===== src/rtl/phase_frame_ctrl.sv =====
// phase_frame_ctrl: byte-framed phase update controller; staged payloads land in
// a shadow bank that is swapped into the active phases on a PWM period tick.
module phase_frame_ctrl #(
    parameter int NUM_CHANNELS = 4,
    parameter int TIMEOUT_CYC  = 1_000_000
) (
    input  logic                      sys_clk,
    input  logic                      sys_rst,
    input  logic                      rxfifo_empty,
    output logic                      rxfifo_rd,
    input  logic                      rxfifo_valid,
    input  logic [7:0]                rxfifo_data,
    input  logic                      txfifo_full,
    output logic                      txfifo_wr,
    output logic [7:0]                txfifo_data,
    input  logic                      period_tick,
    output logic [NUM_CHANNELS*8-1:0] phases_flat,
    output logic                      commit_pending,
    output logic                      busy,
    output logic [7:0]                err_cnt
);

    localparam int IW = (NUM_CHANNELS > 1) ? $clog2(NUM_CHANNELS) : 1;
    localparam int CW = $clog2(NUM_CHANNELS + 1);
    localparam int TW = $clog2(TIMEOUT_CYC + 1);

    localparam logic [7:0] B_SOF = 8'hAA;
    localparam logic [7:0] B_EOF = 8'h55;
    localparam logic [7:0] B_ACK = 8'h06;
    localparam logic [7:0] B_NAK = 8'h15;
    localparam logic [7:0] NCH   = 8'(NUM_CHANNELS);

    typedef enum logic [2:0] {
        S_IDLE,
        S_CODE,
        S_ARG,
        S_PAYLOAD,
        S_SUFFIX,
        S_APPLY,
        S_ACK
    } state_t;

    state_t r_state;
    state_t w_next;

    logic w_consume;
    logic w_in_frame;
    logic w_byte;
    logic w_fetch;
    logic w_code_ok;
    logic w_arg_ok;
    logic w_nak;
    logic w_timeout;

    logic                      r_rd;
    logic                      r_rd_out;
    logic [TW-1:0]             r_to;
    logic [1:0]                r_code;
    logic [IW-1:0]             r_chan;
    logic [CW-1:0]             r_cnt;
    logic [CW-1:0]             r_idx;
    logic [7:0]                r_stage  [NUM_CHANNELS];
    logic [7:0]                r_shadow [NUM_CHANNELS];
    logic [NUM_CHANNELS*8-1:0] r_phases;
    logic                      r_commit;
    logic [7:0]                r_resp;
    logic [7:0]                r_err;

    // A byte is accepted in any consuming state, even with no read
    // outstanding, so a response to a read issued before reset is not lost.
    assign w_byte  = rxfifo_valid & w_consume;
    assign w_fetch = w_consume & ~r_rd_out & ~rxfifo_empty;

    assign w_timeout = w_in_frame & ~rxfifo_valid
                     & (r_to == TW'(TIMEOUT_CYC - 1));

    assign w_code_ok = (rxfifo_data == 8'h01)
                     | (rxfifo_data == 8'h02)
                     | (rxfifo_data == 8'h03);

    always_comb begin
        w_arg_ok = 1'b0;
        unique case (r_code)
            2'd1:    w_arg_ok = (rxfifo_data < NCH);
            2'd2:    w_arg_ok = (rxfifo_data != 8'h00) && (rxfifo_data <= NCH);
            2'd3:    w_arg_ok = 1'b1;
            default: w_arg_ok = 1'b0;
        endcase
    end

    assign w_nak = w_byte & (((r_state == S_CODE)   & ~w_code_ok)
                           | ((r_state == S_ARG)    & ~w_arg_ok)
                           | ((r_state == S_SUFFIX) & (rxfifo_data != B_EOF)));

    // FSM: state register
    always_ff @(posedge sys_clk) begin
        if (sys_rst) r_state <= S_IDLE;
        else         r_state <= w_next;
    end

    // FSM: next state
    always_comb begin
        w_next = r_state;
        unique case (r_state)
            S_IDLE: begin
                if (w_byte && rxfifo_data == B_SOF) w_next = S_CODE;
            end
            S_CODE: begin
                if (w_timeout)   w_next = S_IDLE;
                else if (w_byte) w_next = w_code_ok ? S_ARG : S_ACK;
            end
            S_ARG: begin
                if (w_timeout)          w_next = S_IDLE;
                else if (w_byte) begin
                    if (!w_arg_ok)      w_next = S_ACK;
                    else if (r_code == 2'd3) w_next = S_SUFFIX;
                    else                w_next = S_PAYLOAD;
                end
            end
            S_PAYLOAD: begin
                if (w_timeout) w_next = S_IDLE;
                else if (w_byte && r_idx == r_cnt - CW'(1)) w_next = S_SUFFIX;
            end
            S_SUFFIX: begin
                if (w_timeout)   w_next = S_IDLE;
                else if (w_byte) w_next = (rxfifo_data == B_EOF) ? S_APPLY : S_ACK;
            end
            S_APPLY: w_next = S_ACK;
            S_ACK: begin
                if (!txfifo_full) w_next = S_IDLE;
            end
            default: w_next = S_IDLE;
        endcase
    end

    // FSM: outputs
    always_comb begin
        w_consume  = 1'b0;
        w_in_frame = 1'b0;
        txfifo_wr  = 1'b0;
        busy       = 1'b1;
        unique case (r_state)
            S_IDLE: begin
                w_consume = 1'b1;
                busy      = 1'b0;
            end
            S_CODE, S_ARG, S_PAYLOAD, S_SUFFIX: begin
                w_consume  = 1'b1;
                w_in_frame = 1'b1;
            end
            S_ACK:   txfifo_wr = ~txfifo_full;
            default: ;
        endcase
    end

    // Read request and inter-byte timeout
    always_ff @(posedge sys_clk) begin
        if (sys_rst) begin
            r_rd     <= 1'b0;
            r_rd_out <= 1'b0;
            r_to     <= '0;
        end else begin
            r_rd     <= w_fetch;
            r_rd_out <= w_fetch | (r_rd_out & ~rxfifo_valid);
            if (!w_in_frame || rxfifo_valid || w_timeout) r_to <= '0;
            else                                          r_to <= r_to + TW'(1);
        end
    end

    // Frame header capture and payload staging
    always_ff @(posedge sys_clk) begin
        if (sys_rst) begin
            r_code <= '0;
            r_chan <= '0;
            r_cnt  <= '0;
            r_idx  <= '0;
            for (int i = 0; i < NUM_CHANNELS; i++) r_stage[i] <= '0;
        end else if (w_byte) begin
            unique case (r_state)
                S_CODE: r_code <= rxfifo_data[1:0];
                S_ARG: begin
                    r_chan <= rxfifo_data[IW-1:0];
                    r_cnt  <= (r_code == 2'd1) ? CW'(1) : rxfifo_data[CW-1:0];
                    r_idx  <= '0;
                end
                S_PAYLOAD: begin
                    r_stage[r_idx[IW-1:0]] <= rxfifo_data;
                    r_idx <= r_idx + CW'(1);
                end
                S_SUFFIX: begin
                    if (rxfifo_data != B_EOF)
                        for (int i = 0; i < NUM_CHANNELS; i++) r_stage[i] <= '0;
                end
                default: ;
            endcase
        end
    end

    // Shadow bank, commit flag and active phases; a tick samples the
    // pre-APPLY shadow and pending values of the same cycle.
    always_ff @(posedge sys_clk) begin
        if (sys_rst) begin
            r_commit <= 1'b0;
            r_phases <= '0;
            for (int i = 0; i < NUM_CHANNELS; i++) r_shadow[i] <= '0;
        end else begin
            if (period_tick && r_commit) begin
                r_commit <= 1'b0;
                for (int i = 0; i < NUM_CHANNELS; i++)
                    r_phases[8*i +: 8] <= r_shadow[i];
            end
            if (r_state == S_APPLY) begin
                unique case (r_code)
                    2'd1: r_shadow[r_chan] <= r_stage[0];
                    2'd2: begin
                        for (int i = 0; i < NUM_CHANNELS; i++)
                            if (i < int'(r_cnt)) r_shadow[i] <= r_stage[i];
                    end
                    2'd3:    r_commit <= 1'b1;
                    default: ;
                endcase
            end
        end
    end

    // Response byte and saturating error counter
    always_ff @(posedge sys_clk) begin
        if (sys_rst) begin
            r_resp <= '0;
            r_err  <= '0;
        end else begin
            if (w_nak)                     r_resp <= B_NAK;
            else if (r_state == S_APPLY)   r_resp <= B_ACK;
            if ((w_nak || w_timeout) && r_err != 8'hFF) r_err <= r_err + 8'd1;
        end
    end

    assign rxfifo_rd      = r_rd;
    assign txfifo_data    = r_resp;
    assign phases_flat    = r_phases;
    assign commit_pending = r_commit;
    assign err_cnt        = r_err;

endmodule


===== config.mk =====
export PLATFORM = sky130hd
export DESIGN_NAME = phase_frame_ctrl
export DESIGN_NICKNAME = d
export VERILOG_FILES = /design/src/rtl/phase_frame_ctrl.sv
export SDC_FILE = /design/constraint.sdc
export NUM_CORES = 1
export LEC_CHECK = 0
export CAP_MARGIN = 40
export CORE_AREA = 2 2 110 112
export CTS_CLUSTER_DIAMETER = 200
export DETAILED_ROUTE_END_ITERATION = 8
export DIE_AREA = 0 0 112 114
export PLACE_DENSITY = 0.87
export SKIP_CTS_REPAIR_TIMING = 1
export SLEW_MARGIN = 40
export SYNTH_ARGS = -nofsm -noshare
export SYNTH_HDL_FRONTEND = slang
export SYNTH_SLANG_ARGS = --single-unit

===== constraint.sdc =====
create_clock -name sys_clk -period 5 [get_ports sys_clk]
set_clock_uncertainty 0.2 [all_clocks]
set_input_delay 0.75 -clock sys_clk [delete_from_list [all_inputs] [get_ports sys_clk]]
set_output_delay 0.75 -clock sys_clk [all_outputs]
set_load 0.02 [all_outputs]

==> results.py, run 1 <==
metrics = {
    "die": {
        "die_h_um": 114,
        "rows": 40,
        "die_w_um": 112,
        "core_area_um2": 11700,
        "start_util_pct": 53.0,
        "die_area_um2": 12800,
        "num_io_pins": 66,
    },
    "sta": {
        "period_needed_ps": 3400,
        "slew_violations": 0,
        "relSlewSlack_pct": 43.9,
        "tightest_slew_ps": 835,
        "min_period_over_period_pct": 67.9,
        "max_clock_freq_mhz": 294,
        "setup_viol": 0,
        "hold_violations": 0,
        "fin_setup_tns_ps": 0,
        "rsz0062_at_grt": "false",
    },
    "power_and_ir_drop": {
        "ir_worst_vdd_mv": 0.302,
        "leakage_nw": 2.69,
        "p_per_area_nw_per_um2": 408,
    },
    "logic_synthesis": {
        "seq_area_frac_synth_pct": 56.5,
        "yosys_most_used_dff": "dfxtp_1",
        "synth-seq-cells": 143,
        "synth_cell_type_count": 56,
        "synthArstFlopShare_pct": 0,
        "yosysWarnings": 0,
        "synth_cells": 621,
        "synth_edf_count": 64,
        "netlist_area_um2": 6200,
        "synth_area_per_cell_um2": 9.99,
    },
    "cts": {
        "worstSkewPairLatency_ps": 430,
        "cts_root_buf": "clkbuf_16",
        "cts_buffers": 17,
        "cts_sinks": 143,
        "cts_tree": "built",
        "clk_path_buf_depth": 2,
        "htreeDepth": 4,
        "cts.reportedPaths.clkPinSlew_ps": 60,
    },
    "critical_path": {
        "startpoint_type": "flip-flop",
        "setup.worst_path.class": "flip-flop to flip-flop",
        "critPathCaptureType": "flip-flop",
        "critical-path-max-stage-delay_ps": 760,
        "slowest_stage": "dfxtp_1",
        "cp_common_cell": "nand2_1",
        "crit_chain": "nand2_1, nor4_1, nand2_1, nor2_1, a311o_1",
        "crit_required_ps": 4880,
        "cp_max_fo": 21,
        "cp.arrival_ps": 3280,
    },
    "drt": {
        "ant_nets": 0,
        "wl_per_cell_um": 16.9,
        "drt_wl_total_um": 14000,
        "firstDrtPassIters": 5,
        "routed_via_density": 5.80,
        "route.detailed.drc": 0,
        "vias": 4827,
        "drtIter0Drc": 507,
    },
    "final_layout": {
        "synthToLayoutAreaGrowth_pct": 20.3,
        "post-route-util_pct": 63.7,
        "drive_gt1_share_pct": 5.99,
        "n_antenna_cell": 0,
        "nets": 694,
    },
    "min_path": {
        "hold_class": "flip-flop to flip-flop",
    },
    "placed_design": {
        "port-buffer-count": 61,
        "hpwl_um": 9530,
        "gp_congestion": 0.899,
    },
    "job": {
        "maxCapViolCount": 0,
    },
    "global_routing": {
        "grt_pass1_wl_um": 23100,
        "grt_pass1_vias": 4668,
        "grt_max_degree": 43,
        "grt_overflow_total": 0,
        "antenna_found_initial": 0,
        "grt_use_total_pct": 22.9,
    },
    "run_status": {
        "outcome": "finished clean",
    },
}
[flip-flops by register name (all words and copies together), names as in the netlist, 2 cells and up]
name and count:
phases_flat 32, r_shadow 32, r_stage 32, r_to 20, err_cnt 8, r_cnt 3
r_idx 3, r_state 3, txfifo_data 3, r_chan 2, r_code 2
[cells in the mapped netlist (all sizes together) (6+ instances only)]
cell	number	area, um2
a21oi	48	240
a22o	24	210
and3	41	258
buf	8	56.3
clkbuf	28	105
dfxtp	79	1580
edfxtp	64	1920
ha	8	100
inv	14	52.6
nand2	95	357
nand3	13	65.1
nand4	6	37.5
nor2	60	225
nor2b	14	87.6
nor3	9	45.0
o21ai	17	85.1
or3	7	43.8
xnor2	9	78.8
xor2	14	123
[final timing paths]
path / startpoint / end / slack [ps] / cells past startpoint
setup / recovery: r_state[0] / r_shadow[3][7] / 1600 / 5
hold / removal: r_rd_out / rxfifo_rd / 250 / 1
setup reg to reg: r_state[0] / r_shadow[3][7] / 1600 / 5
hold reg to reg: r_rd_out / rxfifo_rd / 250 / 1
[cell usage in the layout (no fill, tap or decap), types with 17 or more instances in the layout]
master           Yosys  routed
clkdlybuf4s50_1      0      60
o21ai_0             17      17
a22o_1              24      24
a21oi_1             48      48
nor2_1              60      60
nand2_1             95      95
edfxtp_1            64      64
and3_1              40      40
clkbuf_16            0      17
dfxtp_1             79      79
[power breakdown]
part | switching, mW | internal [mW]
combinational | 0.244 | 0.167
sequential | 0.0995 | 1.30
clock | 0.476 | 0.758
[per-stage QoR]
stage	hold slack (ps)	cells	instance area, um2	total power, mW	setup slack [ps]
after floorplan	211	624	6210	1.68	2070
after global placement	224	799	6860	1.81	1480
after detailed placement	236	800	6880	1.82	1360
after CTS	247	832	7450	3.06	1680
after global routing	269	832	7460	3.16	1330
final	249	832	7460	3.04	1600
[final cells by class]
cell class              count  area (um2)
flip-flops and latches    143        3500
repair buffers             65         639
inverters                  14        52.6
well taps                 147         184
clock buffers              22         464
fillers                   918        4250
multi-input cells         431        2510
clock inverters            10         109
[kinds of logic (layout without fill, tap and decap cells)]
family          count (synthesis)  in the layout  share of synthesized area, %
compound gates                118            118                          12.8
simple gates                  271            271                          21.2
xor+xnor                       23             23                          3.25
buf+inv                        50            111                          3.45
flops                         143            143                          56.5
mux                             6              6                          1.01
other cells                     1              4                        0.0605
fa+ha+maj                       9              9                          1.78
[worst max-delay path, delay by kind of cell, from the launching register on]
family | cells | cell delay [ps]
compound gates | 1 | 450
flops | 1 | 760
simple gates | 4 | 1650
[metal layers]
layer	wire [um]	vias up	share of wire, %	track usage [%]
met5	0	-	0	0
met4	211	0	1.5	8.46
met3	641	13	4.6	5.10
met2	7370	161	53	41.3
met1	5810	2335	41	27.1
li1	-	2318	-	-
Power figures use the tool's default switching activity.
==> run 2, diff against run 1 <==
Settings changed: CORE_AREA 2 2 110 112 to 2 2 114 116, DIE_AREA 0 0 112 114 to 0 0 116 118, PLACE_DENSITY 0.87 to 0.86.
Clock period 5 ns to 2.95 ns, I/O delays scaled along.
==> results.py, run 2 (same netlist as run 1, synthesis figures left out) <==
metrics = {
    "run_status": {
        "outcome": "finished clean",
    },
    "sta": {
        "slew_violations": 0,
        "period_needed_ps": 2890,
        "min_period_over_period_pct": 98.0,
        "fin_setup_tns_ps": 0,
        "rsz0062_at_grt": "true",
        "max_clock_freq_mhz": 346,
        "hold_violations": 0,
        "tightest_slew_ps": 758,
        "setup_viol": 0,
        "hold_slack_ps": 254,
        "relSlewSlack_pct": 49.5,
    },
    "global_routing": {
        "grt_pass1_wl_um": 23400,
        "grt_overflow_total": 0,
        "grt_use_total_pct": 22.0,
        "antenna_found_initial": 0,
        "grt_max_degree": 74,
        "grt_pass1_vias": 4872,
    },
    "final_layout": {
        "nets": 734,
        "synthToLayoutAreaGrowth_pct": 26.2,
        "design_area_um2": 7830,
        "n_antenna_cell": 0,
        "num-fill-cells": 951,
        "layout_common_cells": "nand2_1 (95), dfxtp_1 (78), edfxtp_1 (64), nor2_1 (60), clkdlybuf4s50_1 (60)",
        "drive_gt1_share_pct": 11.9,
        "final_common_cell": "nand2_1",
    },
    "power_and_ir_drop": {
        "p_per_area_nw_per_um2": 683,
        "ir_worst_vdd_mv": 0.599,
        "leakage_nw": 2.90,
        "power_mw": 5.35,
    },
    "cts": {
        "cts_sinks": 143,
        "cts.reportedPaths.clkPinSlew_ps": 60,
        "cts_buffers": 17,
        "cts_root_buf": "clkbuf_16",
        "cts_tree": "built",
        "htreeDepth": 4,
        "worstSkewPairLatency_ps": 430,
        "clk_path_buf_depth": 2,
    },
    "drt": {
        "route.detailed.drc": 0,
        "ant_nets": 0,
        "drt_wl_total_um": 14400,
        "wl_per_cell_um": 16.1,
        "firstDrtPassIters": 5,
        "vias": 5032,
        "drtIter0Drc": 384,
        "routed_via_density": 5.62,
    },
    "die": {
        "start_util_pct": 50.0,
        "die_w_um": 116,
        "num_io_pins": 66,
        "die_area_um2": 13700,
        "rows": 41,
        "die_h_um": 118,
        "core_area_um2": 12400,
    },
    "job": {
        "maxCapViolCount": 0,
    },
    "placed_design": {
        "gp_congestion": 0.906,
        "dpl-instance-area_um2": 7200,
        "port-buffer-count": 61,
        "hpwl_um": 9780,
    },
    "critical_path": {
        "startpoint_type": "flip-flop",
        "cp.arrival_ps": 3040,
        "cp_max_fo": 5,
        "critPathCaptureType": "flip-flop",
        "setup.worst_path.class": "flip-flop to flip-flop",
        "crit_required_ps": 3100,
    },
    "min_path": {
        "hold_class": "flip-flop to flip-flop",
    },
}
-- run 2: cell types whose count changed in the layout (fill, tap and decap cells not counted), moves of 2 or more --
cell / previous run / this run
inv_4: 2 / 0
clkinv_4: 1 / 5
a21oi_2: 0 / 2
clkinv_2: 3 / 0
inv_6: 1 / 3
clkbuf_8: 2 / 0
clkinvlp_4: 0 / 3
a21oi_1: 48 / 46
buf_4: 3 / 44
clkbuf_1: 3 / 0
-- run 2: layout make-up --
type / count / area, um2 / share of cell area, %
inverter: 14 / 52.6 / 0.671
sequential: 143 / 3500 / 44.8
timing repair buffer: 105 / 936 / 12.0
tap: 172 / 215 / 2.75
multi-input combinational: 431 / 2510 / 32.1
clock inverter: 14 / 183 / 2.33
clock buffer: 17 / 425 / 5.43
-- run 2: metal layers --
metal / GRT usage (%) / routed length, um
met1: 25.9 / 5760
met2: 37.2 / 7330
met3: 5.92 / 910
met4: 9.67 / 425
met5: 0 / 0
-- run 2: stage by stage --
step                util (%)  cells  setup slack [ps]
floorplan                  -    624              21.0
global placement        58.0    865             -16.2
detailed placement      58.0    865             -66.1
CTS                     62.9    896             -74.1
global route            63.1    896             -11.6
finish                  63.1    896              59.4
-- run 2: power breakdown --
part / switching [mW] / internal (mW)
clock: 0.849 / 1.34
combinational: 0.466 / 0.355
sequential: 0.140 / 2.20
-- run 2: final timing paths --
| check | cells past startpoint | slack (ps) | end | startpoint |
|---|---|---|---|---|
| worst max register to register | 6 | 60 | err_cnt[6] | r_to[11] |
| worst max-delay path | 6 | 60 | err_cnt[6] | r_to[11] |
| worst min-delay path | 2 | 250 | phases_flat[20] | phases_flat[20] |
| worst min register to register | 2 | 250 | phases_flat[20] | phases_flat[20] |
-- run 2: critical path: stages, from the launching register on --
cell     delay (ps)
dfxtp_2         340
or4_1           490
or4_4           570
or3_4           380
a31oi_4         200
or4b_4          480
a21oi_2         160
==> run 3, diff against run 2 <==
Settings changed: ABC_AREA set to 1, CORE_AREA 2 2 114 116 to 2 2 113 115, CTS_BUF_LIST set to sky130_fd_sc_hd__clkbuf_4 sky130_fd_sc_hd__clkbuf_8, DIE_AREA 0 0 116 118 to 0 0 115 117, PLACE_DENSITY 0.86 to 0.88.
==> results.py, run 3 <==
metrics = {
    "run_status": {
        "outcome": "finished clean",
    },
    "logic_synthesis": {
        "synth_common_cells": "nor2_1 (165), nand2_1 (121), dfxtp_1 (79)",
        "yosysWarnings": 0,
        "yosys_most_used_dff": "dfxtp_1",
        "synth_area_per_cell_um2": 8.48,
        "netlist_top_cells_area": "edfxtp_1 (30%), dfxtp_1 (25%), nor2_1 (9.7%), nand2_1 (7.1%), o21ai_0 (4.6%)",
        "yosysTopAreaCell": "edfxtp_1",
        "synth-seq-cells": 143,
        "synth_cell_type_count": 47,
        "synth_cells": 752,
        "seq_area_frac_synth_pct": 54.9,
        "netlist_area_um2": 6380,
        "synth_edf_count": 64,
        "synthMostInstantiatedCell": "nor2_1",
        "synth_top_area_share_pct": 30.1,
        "synthArstFlopShare_pct": 0,
    },
    "critical_path": {
        "critical-path-max-stage-delay_ps": 650,
        "slowest_stage": "clkdlybuf4s50_1",
        "r2r-start": "r_state[2]",
        "path_buf_inv": 2,
        "cp.depth": 3,
        "setup.worst_path.class": "flip-flop to primary output",
        "cpLargestDelayFamily": "buffers and inverters",
        "startpoint_type": "flip-flop",
        "cp_max_fo": 5,
        "worstRegToRegCells": 8,
        "critPathCaptureType": "primary output",
        "cp.arrival_ps": 1880,
        "startpoint": "r_state[1]",
        "timing.rr.end": "r_shadow[1][4]",
        "crit_required_ps": 2310,
        "r2r_slack_ps": 530,
        "crit_end": "txfifo_wr",
        "crit_chain": "inv_2, nor4_1, clkdlybuf4s50_1",
    },
    "sta": {
        "rsz0062_at_grt": "false",
        "hold_violations": 0,
        "period_needed_ps": 2520,
        "min_period_over_period_pct": 85.4,
        "setup_viol": 0,
        "max_clock_freq_mhz": 397,
        "fin_setup_tns_ps": 0,
        "slew_violations": 0,
    },
    "cts": {
        "worstSkewPairLatency_ps": 440,
        "cts_sinks": 143,
        "clk_path_buf_depth": 2,
        "htreeDepth": 4,
        "cts_tree": "built",
        "cts_buffers": 17,
        "cts_root_buf": "clkbuf_8",
        "cts.reportedPaths.clkPinSlew_ps": 70,
    },
    "global_routing": {
        "grt_overflow_total": 0,
        "grt_pass1_vias": 4742,
        "antenna_found_initial": 0,
        "grt_pass1_wl_um": 21900,
        "grt_max_degree": 52,
        "grt_use_total_pct": 20.9,
    },
    "placed_design": {
        "port-buffer-count": 61,
        "gp_congestion": 0.912,
        "hpwl_um": 9830,
        "dp_cells": 952,
    },
    "final_layout": {
        "nets": 843,
        "n_antenna_cell": 0,
        "post-route-util_pct": 60.9,
        "final_common_cell": "nor2_1",
        "drive_gt1_share_pct": 8.76,
        "layout_common_cells": "nor2_1 (165), nand2_1 (121), dfxtp_1 (79), inv_1 (69), edfxtp_1 (64)",
        "synthToLayoutAreaGrowth_pct": 17.7,
        "final_cells": 983,
    },
    "drt": {
        "wl_per_cell_um": 13.5,
        "ant_nets": 0,
        "drt_wl_total_um": 13300,
        "firstDrtPassIters": 6,
        "route.detailed.drc": 0,
        "routed_via_density": 5.19,
        "vias": 5103,
        "drtIter0Drc": 438,
    },
    "power_and_ir_drop": {
        "p_per_area_nw_per_um2": 515,
        "ir_worst_vdd_mv": 0.267,
        "leakage_nw": 2.87,
    },
    "die": {
        "die_h_um": 117,
        "core_area_um2": 12300,
        "die_w_um": 115,
        "die_area_um2": 13500,
        "start_util_pct": 51.8,
        "rows": 41,
        "num_io_pins": 66,
    },
    "min_path": {
        "hold_class": "flip-flop to flip-flop",
    },
    "job": {
        "maxCapViolCount": 0,
    },
}
[run 3: cell count changes after synthesis, moves of 18 or more]
| cell | delta |
|---|---|
| a21oi_1 | -18 |
| a22o_1 | -24 |
| and3_1 | -40 |
| inv_1 | +55 |
| nand2_1 | +26 |
| nand3_1 | +31 |
| nor2_1 | +105 |
| o21ai_0 | +41 |
[run 3: worst min-delay path by stage]
| stage | cells past startpoint | endpoint | startpoint |
|---|---|---|---|
| global placement | 1 | r_to[0] | r_to[0] |
| finish | 1 | r_to[0] | r_to[0] |
| detailed placement | 1 | r_to[0] | r_to[0] |
| global route | 1 | r_to[0] | r_to[0] |
| CTS | 2 | r_rd_out | r_rd_out |
| floorplan | 1 | r_to[0] | r_to[0] |
[run 3: routing by layer]
metal / wire (um) / GRT usage [%] / up-vias
met3: 715 / 5.25 / 29
met2: 6690 / 36.8 / 186
met1: 5640 / 24.1 / 2280
met5: 0 / 0 / -
li1: - / - / 2608
met4: 280 / 9.56 / 0
[run 3: per-stage QoR]
step	instance area, um2	setup WS [ps]	total power, mW	hold slack (ps)
global route	7500	264	4.01	291
global placement	7140	483	2.49	242
floorplan	6390	325	2.40	230
finish	7500	430	3.87	268
detailed placement	7140	468	2.50	257
CTS	7500	397	3.88	272
[run 3: area by class of cell]
type	instances	area (um2)
Fill cell	1014	4810
Sequential cell	143	3500
Multi-Input combinational cell	511	2480
Timing Repair Buffer	69	671
Clock buffer	30	357
Inverter	79	297
Tap cell	150	188
Clock inverter	1	5.00
[run 3: logic make-up after synthesis]
kind of cell	after synthesis	synth area share, %
compound gates	107	9.34
xor+xnor	12	1.65
buf+inv	101	6.28
flops	143	54.9
simple gates	380	26.2
fa+ha+maj	8	1.57
other cells	1	0.0588
[run 3: worst reg2reg max path: cells and delay by family, from the launching register on]
family / cells / cell delay [ps]
AND/OR/NAND/NOR: 4 / 800
buffers and inverters: 2 / 260
AO/OA/AOI/OAI: 2 / 390
flip-flops: 1 / 450
[run 3: where the power goes]
group | switching (mW) | total, mW | internal, mW
Sequential | 0.0292 | 2.14 | 2.11
Combinational | 0.216 | 0.325 | 0.109
Clock | 0.648 | 1.40 | 0.751
